[src/rtl/lcd_pkg.sv]
// Shared HD44780 definitions: opcodes, address-counter type, responder states
// and the address-counter stepping rule.
package lcd_pkg;

    // Instruction opcodes; the leading one bit selects the instruction class
    localparam logic [7:0] CMD_CLEAR   = 8'h01;
    localparam logic [7:0] CMD_HOME    = 8'h02;
    localparam logic [7:0] CMD_ENTRY   = 8'h04;
    localparam logic [7:0] CMD_DISPCTL = 8'h08;
    localparam logic [7:0] CMD_SHIFT   = 8'h10;
    localparam logic [7:0] CMD_FUNC    = 8'h20;
    localparam logic [7:0] CMD_CGRAM   = 8'h40;
    localparam logic [7:0] CMD_DDRAM   = 8'h80;

    localparam logic [7:0] SPACE_CHAR  = 8'h20;

    typedef logic [6:0] ac_t;

    // Visible DDRAM windows for one-line and two-line modes
    localparam ac_t ONE_LINE_END = 7'h4F;
    localparam ac_t LINE1_END    = 7'h27;
    localparam ac_t LINE2_START  = 7'h40;
    localparam ac_t LINE2_END    = 7'h67;

    typedef enum logic [1:0] {
        ST_CLEAR_FILL,
        ST_BUSY,
        ST_IDLE,
        ST_EXEC
    } resp_state_t;

    // Next address-counter value; out-of-window addresses wrap to 0 going up
    // and to the last visible address going down.
    function automatic ac_t ac_step(input ac_t ac, input logic inc, input logic two_line);
        ac_t r;
        logic out_of_range;
        if (two_line) begin
            out_of_range = (ac > LINE2_END) || ((ac > LINE1_END) && (ac < LINE2_START));
            if (inc) begin
                if (ac == LINE1_END)
                    r = LINE2_START;
                else if (out_of_range || (ac == LINE2_END))
                    r = 7'h00;
                else
                    r = ac + 7'd1;
            end else begin
                if (ac == LINE2_START)
                    r = LINE1_END;
                else if (out_of_range || (ac == 7'h00))
                    r = LINE2_END;
                else
                    r = ac - 7'd1;
            end
        end else begin
            if (inc) begin
                if (ac >= ONE_LINE_END)
                    r = 7'h00;
                else
                    r = ac + 7'd1;
            end else begin
                if ((ac == 7'h00) || (ac > ONE_LINE_END))
                    r = ONE_LINE_END;
                else
                    r = ac - 7'd1;
            end
        end
        return r;
    endfunction

endpackage

[src/rtl/lcd_ddram.sv]
// 128x8 character store: one write port, a read port for the bus side and an
// independent read port for the renderer, both with registered output.
module lcd_ddram (
    input  logic       clk,
    input  logic       we_i,
    input  logic [6:0] waddr_i,
    input  logic [7:0] wdata_i,
    input  logic [6:0] bus_addr_i,
    output logic [7:0] bus_data_o,
    input  logic [6:0] ren_addr_i,
    output logic [7:0] ren_data_o
);

    logic [7:0] mem [0:127];
    logic [7:0] bus_data_q;
    logic [7:0] ren_data_q;

    // Write port plus two registered read ports (maps onto block RAM)
    always_ff @(posedge clk) begin
        if (we_i)
            mem[waddr_i] <= wdata_i;
        bus_data_q <= mem[bus_addr_i];
        ren_data_q <= mem[ren_addr_i];
    end

    assign bus_data_o = bus_data_q;
    assign ren_data_o = ren_data_q;

endmodule

[src/rtl/hd44780_responder.sv]
// LCD-module side of the HD44780 8-bit bus: samples the pins, executes
// instructions, keeps DDRAM/AC/BF/display flags and answers bus reads.
module hd44780_responder
    import lcd_pkg::*;
#(
    parameter int BUSY_SHORT = 1850,
    parameter int BUSY_LONG  = 76000,
    parameter int BUSY_POR   = 750000
) (
    input  logic       clk,
    input  logic       rst,
    input  logic       RS,
    input  logic       RW,
    input  logic       E,
    input  logic [7:0] db_in,
    output logic [7:0] db_out,
    output logic       db_oe,
    input  logic [6:0] rd_addr,
    output logic [7:0] rd_char,
    output logic       busy,
    output logic [6:0] ac,
    output logic       disp_on,
    output logic       cursor_on,
    output logic       blink_on,
    output logic       two_line,
    output logic       busy_write_err
);

    // Pin synchronizers and edge detect
    logic       rs_s1_q, rs_s2_q, rw_s1_q, rw_s2_q, e_s1_q, e_s2_q, e_prev_q;
    logic [7:0] db_s1_q, db_s2_q;
    logic       e_fall;

    // Byte captured on the strobe
    logic       rs_lat_q;
    logic [7:0] db_lat_q;

    // Controller state
    resp_state_t state_q;
    logic        busy_q;
    logic [31:0] cnt_q;
    logic [6:0]  fill_q;
    logic        por_q;
    ac_t         ac_q;
    logic        id_q, s_q, dl_q;
    logic        disp_on_q, cursor_on_q, blink_on_q, two_line_q, err_q;

    // RAM interface
    logic       ram_we;
    logic [6:0] ram_waddr;
    logic [7:0] ram_wdata;
    logic [7:0] ram_bus_data;
    logic [7:0] db_out_q;

    // Two-flop synchronizers on every pin, plus previous synced E
    always_ff @(posedge clk or posedge rst) begin
        if (rst) begin
            rs_s1_q  <= 1'b0;
            rs_s2_q  <= 1'b0;
            rw_s1_q  <= 1'b0;
            rw_s2_q  <= 1'b0;
            e_s1_q   <= 1'b0;
            e_s2_q   <= 1'b0;
            e_prev_q <= 1'b0;
            db_s1_q  <= 8'h00;
            db_s2_q  <= 8'h00;
        end else begin
            rs_s1_q  <= RS;
            rs_s2_q  <= rs_s1_q;
            rw_s1_q  <= RW;
            rw_s2_q  <= rw_s1_q;
            e_s1_q   <= E;
            e_s2_q   <= e_s1_q;
            e_prev_q <= e_s2_q;
            db_s1_q  <= db_in;
            db_s2_q  <= db_s1_q;
        end
    end

    assign e_fall = e_prev_q & ~e_s2_q;

    // Capture RS and data on the strobe's falling edge for EXEC
    always_ff @(posedge clk or posedge rst) begin
        if (rst) begin
            rs_lat_q <= 1'b0;
            db_lat_q <= 8'h00;
        end else if (e_fall) begin
            rs_lat_q <= rs_s2_q;
            db_lat_q <= db_s2_q;
        end
    end

    // Main controller: fill, busy timing, instruction execution, read side effects
    always_ff @(posedge clk or posedge rst) begin
        if (rst) begin
            state_q     <= ST_CLEAR_FILL;
            busy_q      <= 1'b1;
            cnt_q       <= 32'd0;
            fill_q      <= 7'd0;
            por_q       <= 1'b1;
            ac_q        <= 7'd0;
            id_q        <= 1'b1;
            s_q         <= 1'b0;
            dl_q        <= 1'b1;
            disp_on_q   <= 1'b0;
            cursor_on_q <= 1'b0;
            blink_on_q  <= 1'b0;
            two_line_q  <= 1'b0;
            err_q       <= 1'b0;
        end else begin
            // A write strobe while busy is dropped but remembered
            if (e_fall && !rw_s2_q && (state_q != ST_IDLE))
                err_q <= 1'b1;

            // Data reads advance AC; EXEC owns AC on its single cycle
            if (e_fall && rw_s2_q && rs_s2_q && (state_q != ST_EXEC))
                ac_q <= ac_step(ac_q, id_q, two_line_q);

            case (state_q)
                ST_CLEAR_FILL: begin
                    fill_q <= fill_q + 7'd1;
                    if (fill_q == 7'h7F) begin
                        cnt_q   <= por_q ? 32'(BUSY_POR) : 32'(BUSY_LONG);
                        por_q   <= 1'b0;
                        state_q <= ST_BUSY;
                    end
                end
                ST_BUSY: begin
                    if (cnt_q == 32'd0) begin
                        state_q <= ST_IDLE;
                        busy_q  <= 1'b0;
                    end else begin
                        cnt_q <= cnt_q - 32'd1;
                    end
                end
                ST_IDLE: begin
                    if (e_fall && !rw_s2_q) begin
                        state_q <= ST_EXEC;
                        busy_q  <= 1'b1;
                    end
                end
                ST_EXEC: begin
                    state_q <= ST_BUSY;
                    cnt_q   <= 32'(BUSY_SHORT);
                    if (rs_lat_q) begin
                        ac_q <= ac_step(ac_q, id_q, two_line_q);
                    end else if ((db_lat_q & CMD_DDRAM) != 8'h00) begin
                        ac_q <= db_lat_q[6:0];
                    end else if ((db_lat_q & CMD_CGRAM) != 8'h00) begin
                        // CGRAM address accepted, CGRAM itself not modelled
                    end else if ((db_lat_q & CMD_FUNC) != 8'h00) begin
                        dl_q       <= db_lat_q[4];
                        two_line_q <= db_lat_q[3];
                    end else if ((db_lat_q & CMD_SHIFT) != 8'h00) begin
                        if (!db_lat_q[3])
                            ac_q <= ac_step(ac_q, db_lat_q[2], two_line_q);
                    end else if ((db_lat_q & CMD_DISPCTL) != 8'h00) begin
                        disp_on_q   <= db_lat_q[2];
                        cursor_on_q <= db_lat_q[1];
                        blink_on_q  <= db_lat_q[0];
                    end else if ((db_lat_q & CMD_ENTRY) != 8'h00) begin
                        id_q <= db_lat_q[1];
                        s_q  <= db_lat_q[0];
                    end else if ((db_lat_q & CMD_HOME) != 8'h00) begin
                        ac_q  <= 7'd0;
                        cnt_q <= 32'(BUSY_LONG);
                    end else if (db_lat_q == CMD_CLEAR) begin
                        ac_q    <= 7'd0;
                        id_q    <= 1'b1;
                        fill_q  <= 7'd0;
                        state_q <= ST_CLEAR_FILL;
                    end
                end
                default: state_q <= ST_CLEAR_FILL;
            endcase
        end
    end

    // RAM write port: the clear fill has priority, else an EXEC data write
    always_comb begin
        ram_we    = 1'b0;
        ram_waddr = ac_q;
        ram_wdata = db_lat_q;
        if (state_q == ST_CLEAR_FILL) begin
            ram_we    = 1'b1;
            ram_waddr = fill_q;
            ram_wdata = SPACE_CHAR;
        end else if ((state_q == ST_EXEC) && rs_lat_q) begin
            ram_we = 1'b1;
        end
    end

    lcd_ddram u_ddram (
        .clk        (clk),
        .we_i       (ram_we),
        .waddr_i    (ram_waddr),
        .wdata_i    (ram_wdata),
        .bus_addr_i (ac_q),
        .bus_data_o (ram_bus_data),
        .ren_addr_i (rd_addr),
        .ren_data_o (rd_char)
    );

    // Read data register: status word or DDRAM[AC] depending on synced RS
    always_ff @(posedge clk or posedge rst) begin
        if (rst)
            db_out_q <= 8'h00;
        else
            db_out_q <= rs_s2_q ? ram_bus_data : {busy_q, ac_q};
    end

    assign db_out         = db_out_q;
    assign db_oe          = e_s2_q & rw_s2_q;
    assign busy           = busy_q;
    assign ac             = ac_q;
    assign disp_on        = disp_on_q;
    assign cursor_on      = cursor_on_q;
    assign blink_on       = blink_on_q;
    assign two_line       = two_line_q;
    assign busy_write_err = err_q;

    // Interface length and display shift are stored but have no effect here
    logic unused_flags;
    assign unused_flags = dl_q ^ s_q;

endmodule

[config.mk]
export PLATFORM = sky130hd
export DESIGN_NAME = hd44780_responder
export DESIGN_NICKNAME = d
export VERILOG_FILES = /design/src/rtl/lcd_pkg.sv /design/src/rtl/lcd_ddram.sv /design/src/rtl/hd44780_responder.sv
export SDC_FILE = /design/constraint.sdc
export NUM_CORES = 2
export LEC_CHECK = 0
export BUFFER_PORTS_ARGS = -buffer_cell sky130_fd_sc_hd__buf_2
export CAP_MARGIN = 25
export CORE_MARGIN = 1.5
export CORE_UTILIZATION = 53
export CTS_BUF_LIST = sky130_fd_sc_hd__clkbuf_8
export CTS_CLUSTER_SIZE = 10
export DETAILED_ROUTE_END_ITERATION = 8
export PLACE_DENSITY = 0.69
export SYNTH_ARGS = -nofsm -noshare
export SYNTH_HDL_FRONTEND = slang
export SYNTH_SLANG_ARGS = --single-unit
[constraint.sdc]
create_clock -name clk -period 7.1 [get_ports clk]
set_input_delay 1.42 -clock clk [delete_from_list [all_inputs] [get_ports clk]]
set_output_delay 1.42 -clock clk [all_outputs]
set_load 0.01 [all_outputs]
Word-level counts from Yosys, hierarchy flattened
Memories as Yosys holds them, arrays and structs flattened. A register that Yosys moved wholly into a read port is not among the register bits.
Cells that the tools add are included.
{"block": "op_classes", "add_sub_neg": 4, "order_cmp": 5, "n_eq_ne": 24, "muxes": 72, "bitwise": 9, "reduce_logical": 27}
{"op": "two-way mux 7 bit", "count": 34}
{"op": "two-way mux 17 bit", "count": 8}
{"op": "case mux 32 bit (3 select lines)", "count": 1}
{"op": "two-way mux 32 bit", "count": 2}
{"op": "zero test 32 bit", "count": 1}
{"op": "subtractor 32 x 1 -> 32 bit, second input constant", "count": 1}
{"op": "!= test 2 bit, second input constant", "count": 15}
{"op": "== test 7 bit, second input constant", "count": 3}
{"op": "two-way mux 20 bit", "count": 1}
{"op": "two-way mux 1 bit", "count": 18}
{"op": "two-way mux 8 bit", "count": 2}
{"op": "adder 7 x 1 -> 7 bit, second input constant", "count": 2}
{"op": "> comparator 7 bit, second input constant", "count": 2}
{"op": "case mux 7 bit (2 select lines)", "count": 1}
{"op": "AND reduction 10 bit", "count": 1}
{"op": "AND reduction 3 bit", "count": 3}
{"op": "AND reduction 9 bit", "count": 1}
{"op": "== test 8 x 1 -> 1 bit, second input constant", "count": 1}
{"op": "case mux 2 bit (4 select lines)", "count": 1}
{"op": "== test 7 x 6 -> 1 bit, second input constant", "count": 1}
{"op": ">= comparator 7 bit, second input constant", "count": 1}
{"op": "> comparator 7 x 6 -> 1 bit, second input constant", "count": 1}
{"op": "logical AND 1 bit", "count": 7}
{"op": "zero test 7 bit", "count": 1}
{"op": "17 further kinds", "count": 32}
{"block": "word_totals", "register_bits": 96, "ramBits": 1024, "inputBits": 20, "elab_cells": 166, "mem_count": 1}
{"memory": "u_ddram.mem", "depth": 128, "word_bits": 8, "read_ports": 2, "rd_ports_with_merged_regs": 2, "wr": 1, "line_no": "lcd_ddram.sv:14", "rtl": "logic [7:0] mem [0:127];"}

Depth between registers and ports, before layout
{"block": "depth", "ltp_word": 19, "mapped_depth": 13, "mapped_depth_nobuf": 8}

Hierarchy
From an unflattened synthesis, not the netlist that was laid out.
{"block": "unflattened", "hier_cells": 2697, "hier_area_um2": 53362.4}
{"module": "lcd_ddram", "n_inst": 1, "cells_each": 2063, "area_per_inst_um2": 47828.4}
{"module": "hd44780_responder", "n_inst": 1, "cells_each": 634, "area_per_inst_um2": 5534.1}

Worst setup path after synthesis
No wires, ideal clock.
{"block": "synth_timing", "kind": "flip-flop to flip-flop", "start": "reg state_q[0]", "end": "mem u_ddram.mem[0][3] (data pin)", "arrival_ns": 4.052, "t_required_ns": 6.272, "setup_slack_ns": 2.220, "stages_incl_launch_ff": 5, "path_buffers": 1, "cell_sequence": "dfrtp_1 inv_1 ha_1 clkbuf_1 nor2b_1"}
{"block": "synth_via", "elab_chain_len": 2}
{"element": "start: declaration", "line_no": "hd44780_responder.sv:39", "rtl": "resp_state_t state_q;"}
{"element": "start signal: assignment", "line_no": "hd44780_responder.sv:96", "rtl": "state_q <= ST_CLEAR_FILL;"}
{"element": "start signal: assignment", "line_no": "hd44780_responder.sv:125", "rtl": "state_q <= ST_BUSY;"}
{"element": "start signal: assignment", "line_no": "hd44780_responder.sv:130", "rtl": "state_q <= ST_IDLE;"}
{"element": "zero test 2 bit", "line_no": "hd44780_responder.sv:184", "rtl": "if (state_q == ST_CLEAR_FILL) begin"}
{"element": "two-way mux 8 bit", "line_no": "hd44780_responder.sv:184"}
{"element": "via ram_wdata[3]", "line_no": "hd44780_responder.sv:51", "rtl": "logic [7:0] ram_wdata;"}
{"element": "end: declaration", "line_no": "lcd_ddram.sv:14"}
The timed path passes the listed nets, and every way through them passes these cells.

Worst setup path after layout
{"block": "layout_timing", "start": "reg state_q[1]", "end": "mem u_ddram.mem[65][7], enable pin"}
{"block": "layout_via", "elab_chain_len": 6, "elab_cells_between_ends": 8}
{"element": "== test 2 bit", "line_no": "hd44780_responder.sv:188", "rtl": "end else if ((state_q == ST_EXEC) && rs_lat_q) begin"}
{"element": "logical AND 1 bit", "line_no": "hd44780_responder.sv:188"}
{"element": "two-way mux 1 bit", "line_no": "hd44780_responder.sv:188"}
{"element": "two-way mux 1 bit", "line_no": "hd44780_responder.sv:184"}
{"element": "two-way mux 1 bit", "line_no": "lcd_ddram.sv:20", "rtl": "if (we_i)"}
{"element": "two-way mux 1 bit (not written as such)", "line_no": "lcd_ddram.sv:21", "rtl": "mem[waddr_i] <= wdata_i;"}
Parallel ways exist; a longest one is shown, timed or not.

==> metrics <==
hold_buf cts=0; Post-synth EDFFs=1024; Clk pwr share=0.358; worst vdd ir=0.175 mV; Net Sw Frac=0.287; Die Span X=322 um; final hold vios=0; worst reg2reg startpoint=state_q[1]; yosys warns=0; WS Path Type=reg2reg; Fillers=7391; post-detail-place hpwl=108000 um; family with the most delay on the worst path=simple AND/OR/NAND/NOR gates; synthesized area per cell=17.1 um2; Final setup viols=0; DRT Pass-1 Iters=7; DR DRC count=0; Die ar.=0.103 mm2; CTS H-tree lvls=4; Async S/R FF share, synth=0.0845; WP buf/inv=2; Vert. Die Dim=322 um; met1 usage=0.435; Worst Path Max Fanout=33; post-layout min period=4640 ps; Port Buffers=49; number of buffers created by CTS=180; initial antenna violation count=14; Clock Sinks=1136; Flop pwr share=0.494; crit path capture type=register; worst reg2reg path depth=6; CTS tree=done; FF+latch count, synth=1136; Post-Syn Area=0.0538 mm2; vias=34.2k; max_cap viols=0; final setup TNS=0 ps; latest clock arrival within the worst-skew pair=890 ps; Leak=16.5 nW; worst setup path endpoint=u_ddram.mem[65][7]; number of DRC markers in iteration 0=5339; Setup Buffers After CTS=0; Req. time, crit path=7580 ps; worst min path class=reg2reg; PostCTS Resize Cnt=0; clock buffer depth=3; global route hottest layer=met2; Finished Layout Cells=4716; met2 usage=0.493; IO Pins=50; Multi-input gate area=0.0189 mm2; logic gate share of total power=0.148; Total Routing Usage GR=0.329; Sequential Area=0.0335 mm2; Net Switching=0.00430 W; Setup crit start=state_q[1]; # rows=116; Util after Layout=0.584; Final GP Congestion=0.978; flop2flop setup slack=2460 ps; Worst Max-Slew Pin Slew=1130 ps; Clock Skews=68.2 ps; crit path DAT=5120 ps; worst reg2reg path endpoint=u_ddram.mem[65][7]; Top FF cell, synth=edfxtp_1; Slew HR=0.245; Worst Setup Start Kind=register; Max stage delay on crit path=1070 ps; layout cells sized above 1=0.260; Worst path depth=6; Worst-path clk slew=60 ps; first-pass GRT wire length=241000 um; vias in the first global route=33.9k; CP cell instances=inv_1 > ha_2 > clkinv_1 > nand2_1 > nand3_2 > nor2_1; status=complete, no violations; final net count=3245; M3 GR Usage=0.110; vias per cell=7.25; area grow syn2layout=8.83%; Int Pwr=0.0107 W; Slew Limit Fails=0; total core area=0.100 mm2; Initial Utilization=0.537; final period utilization=0.653; Post-DRT Antenna Nets=0; RSZ-0062 raised after global routing=false; Power Density=256 mW/mm2; fmax=216 MHz; Net Count, Synth=3181; total grt overflow=0; pin count of the biggest net entering global routing=107; register area share after synthesis=0.622; Netlist cell types=94; Worst path slowest cell=nor2_1; Final Routed Wirelength=169000 um; placed insts=4388; clk root buf=clkbuf_8; Post-Syn Instances=3152; Routed WL per cell=35.8 um
cells in the final DEF (no fill, tap or decap), drive strengths merged, types with 92 or more instances in the layout:
| cell | netlist | final |
|---|---|---|
| a22oi | 178 | 178 |
| buf | 137 | 119 |
| clkbuf | 100 | 189 |
| dfrtp | 93 | 93 |
| edfxtp | 1024 | 1024 |
| inv | 22 | 96 |
| mux4 | 486 | 486 |
| nand2 | 159 | 159 |
| nor2 | 213 | 213 |
| o21ai | 92 | 92 |
layer usage:
metal | up-vias | share of wire
met2 | 2783 | 0.45
li1 | 13400 | -
met5 | - | 0.00017
met4 | 4 | 0.054
met1 | 17500 | 0.35
met3 | 507 | 0.14
cell families (layout without fill, tap and decap cells):
group | count (synthesis) | after routing | share of synthesized area
compound gates | 536 | 536 | 0.0694
xor+xnor | 25 | 25 | 0.00407
fa+ha+maj | 9 | 9 | 0.00209
buf+inv | 263 | 463 | 0.0276
flops | 1136 | 1136 | 0.622
mux | 560 | 560 | 0.220
other cells | 0 | 7 | 0
simple gates | 623 | 623 | 0.0546
how the worst min path moves through the flow:
stage / startpoint / end / slack (ps) / cells after the start
after CTS: db_s1_q[0] / db_s2_q[0] / 350 / 0
final: db_s1_q[0] / db_s2_q[0] / 350 / 0
after global placement: rw_s1_q / rw_s2_q / 340 / 0
after global routing: db_s1_q[1] / db_s2_q[1] / 370 / 0
after floorplan: db_s1_q[0] / db_s2_q[0] / 330 / 0
after detailed placement: db_s1_q[4] / db_s2_q[4] / 340 / 0
cell type report:
class	count	share of cell area
sequential	1136	0.572
multi-input combinational	1753	0.324
clock buffer	189	0.0444
tap	1357	0.0290
timing repair buffer	119	0.0160
clock inverter	129	0.0132
inverter	26	0.00171
antenna	7	0.000299
power groups by stage:
stage          Combinational (W)  Clock (W)  Sequential (W)
2_1_floorplan            0.00155          0         0.00743
3_3_place_gp             0.00213          0         0.00754
3_5_place_dp             0.00214          0         0.00754
4_1_cts                  0.00215    0.00539         0.00741
5_1_grt                  0.00228    0.00569         0.00742
6_report                 0.00223    0.00537         0.00741
synthesized netlist by cell type (22+ instances only):
library cell  instances  area (um2)
dfrtp_1              93        2330
mux4_1               33         867
nor2_1              213         800
clkbuf_1             97         364
o22ai_1              28         175
nor4_1               26         163
mux4_2              453       10200
mux2_2               25         282
a21oi_1              72         360
a22oi_1             178        1340
nand2_1             159         597
buf_6                27         304
a211oi_1             22         165
o21ai_0              85         425
edfxtp_1           1024       30700
nor3_1               40         200
nand3_1              71         355
nor2b_1              23         144
buf_2                72         360
mux2i_1              48         480
registers in the layout, summed over array words and instances (netlist names), 2 cells and up:
name and cells:
db_s2_q 8, db_s1_q 8, ac 7, state_q 2, u_ddram.mem 1024, db_out 8
db_lat_q 8, u_ddram.bus_data_o 8, cnt_q 32, u_ddram.ren_data_o 8, fill_q 7
through the flow:
step	instance area [um2]	total power, W	setup slack, ps	hold WS (ps)
after floorplan	53800	0.00897	2220	331
after global placement	55100	0.00968	2550	341
after detailed placement	55100	0.00969	2580	336
after CTS	58500	0.0150	2550	350
after global routing	58500	0.0154	2280	366
final	58600	0.0150	2460	349
Note: power is estimated with default switching activity, not from simulation.
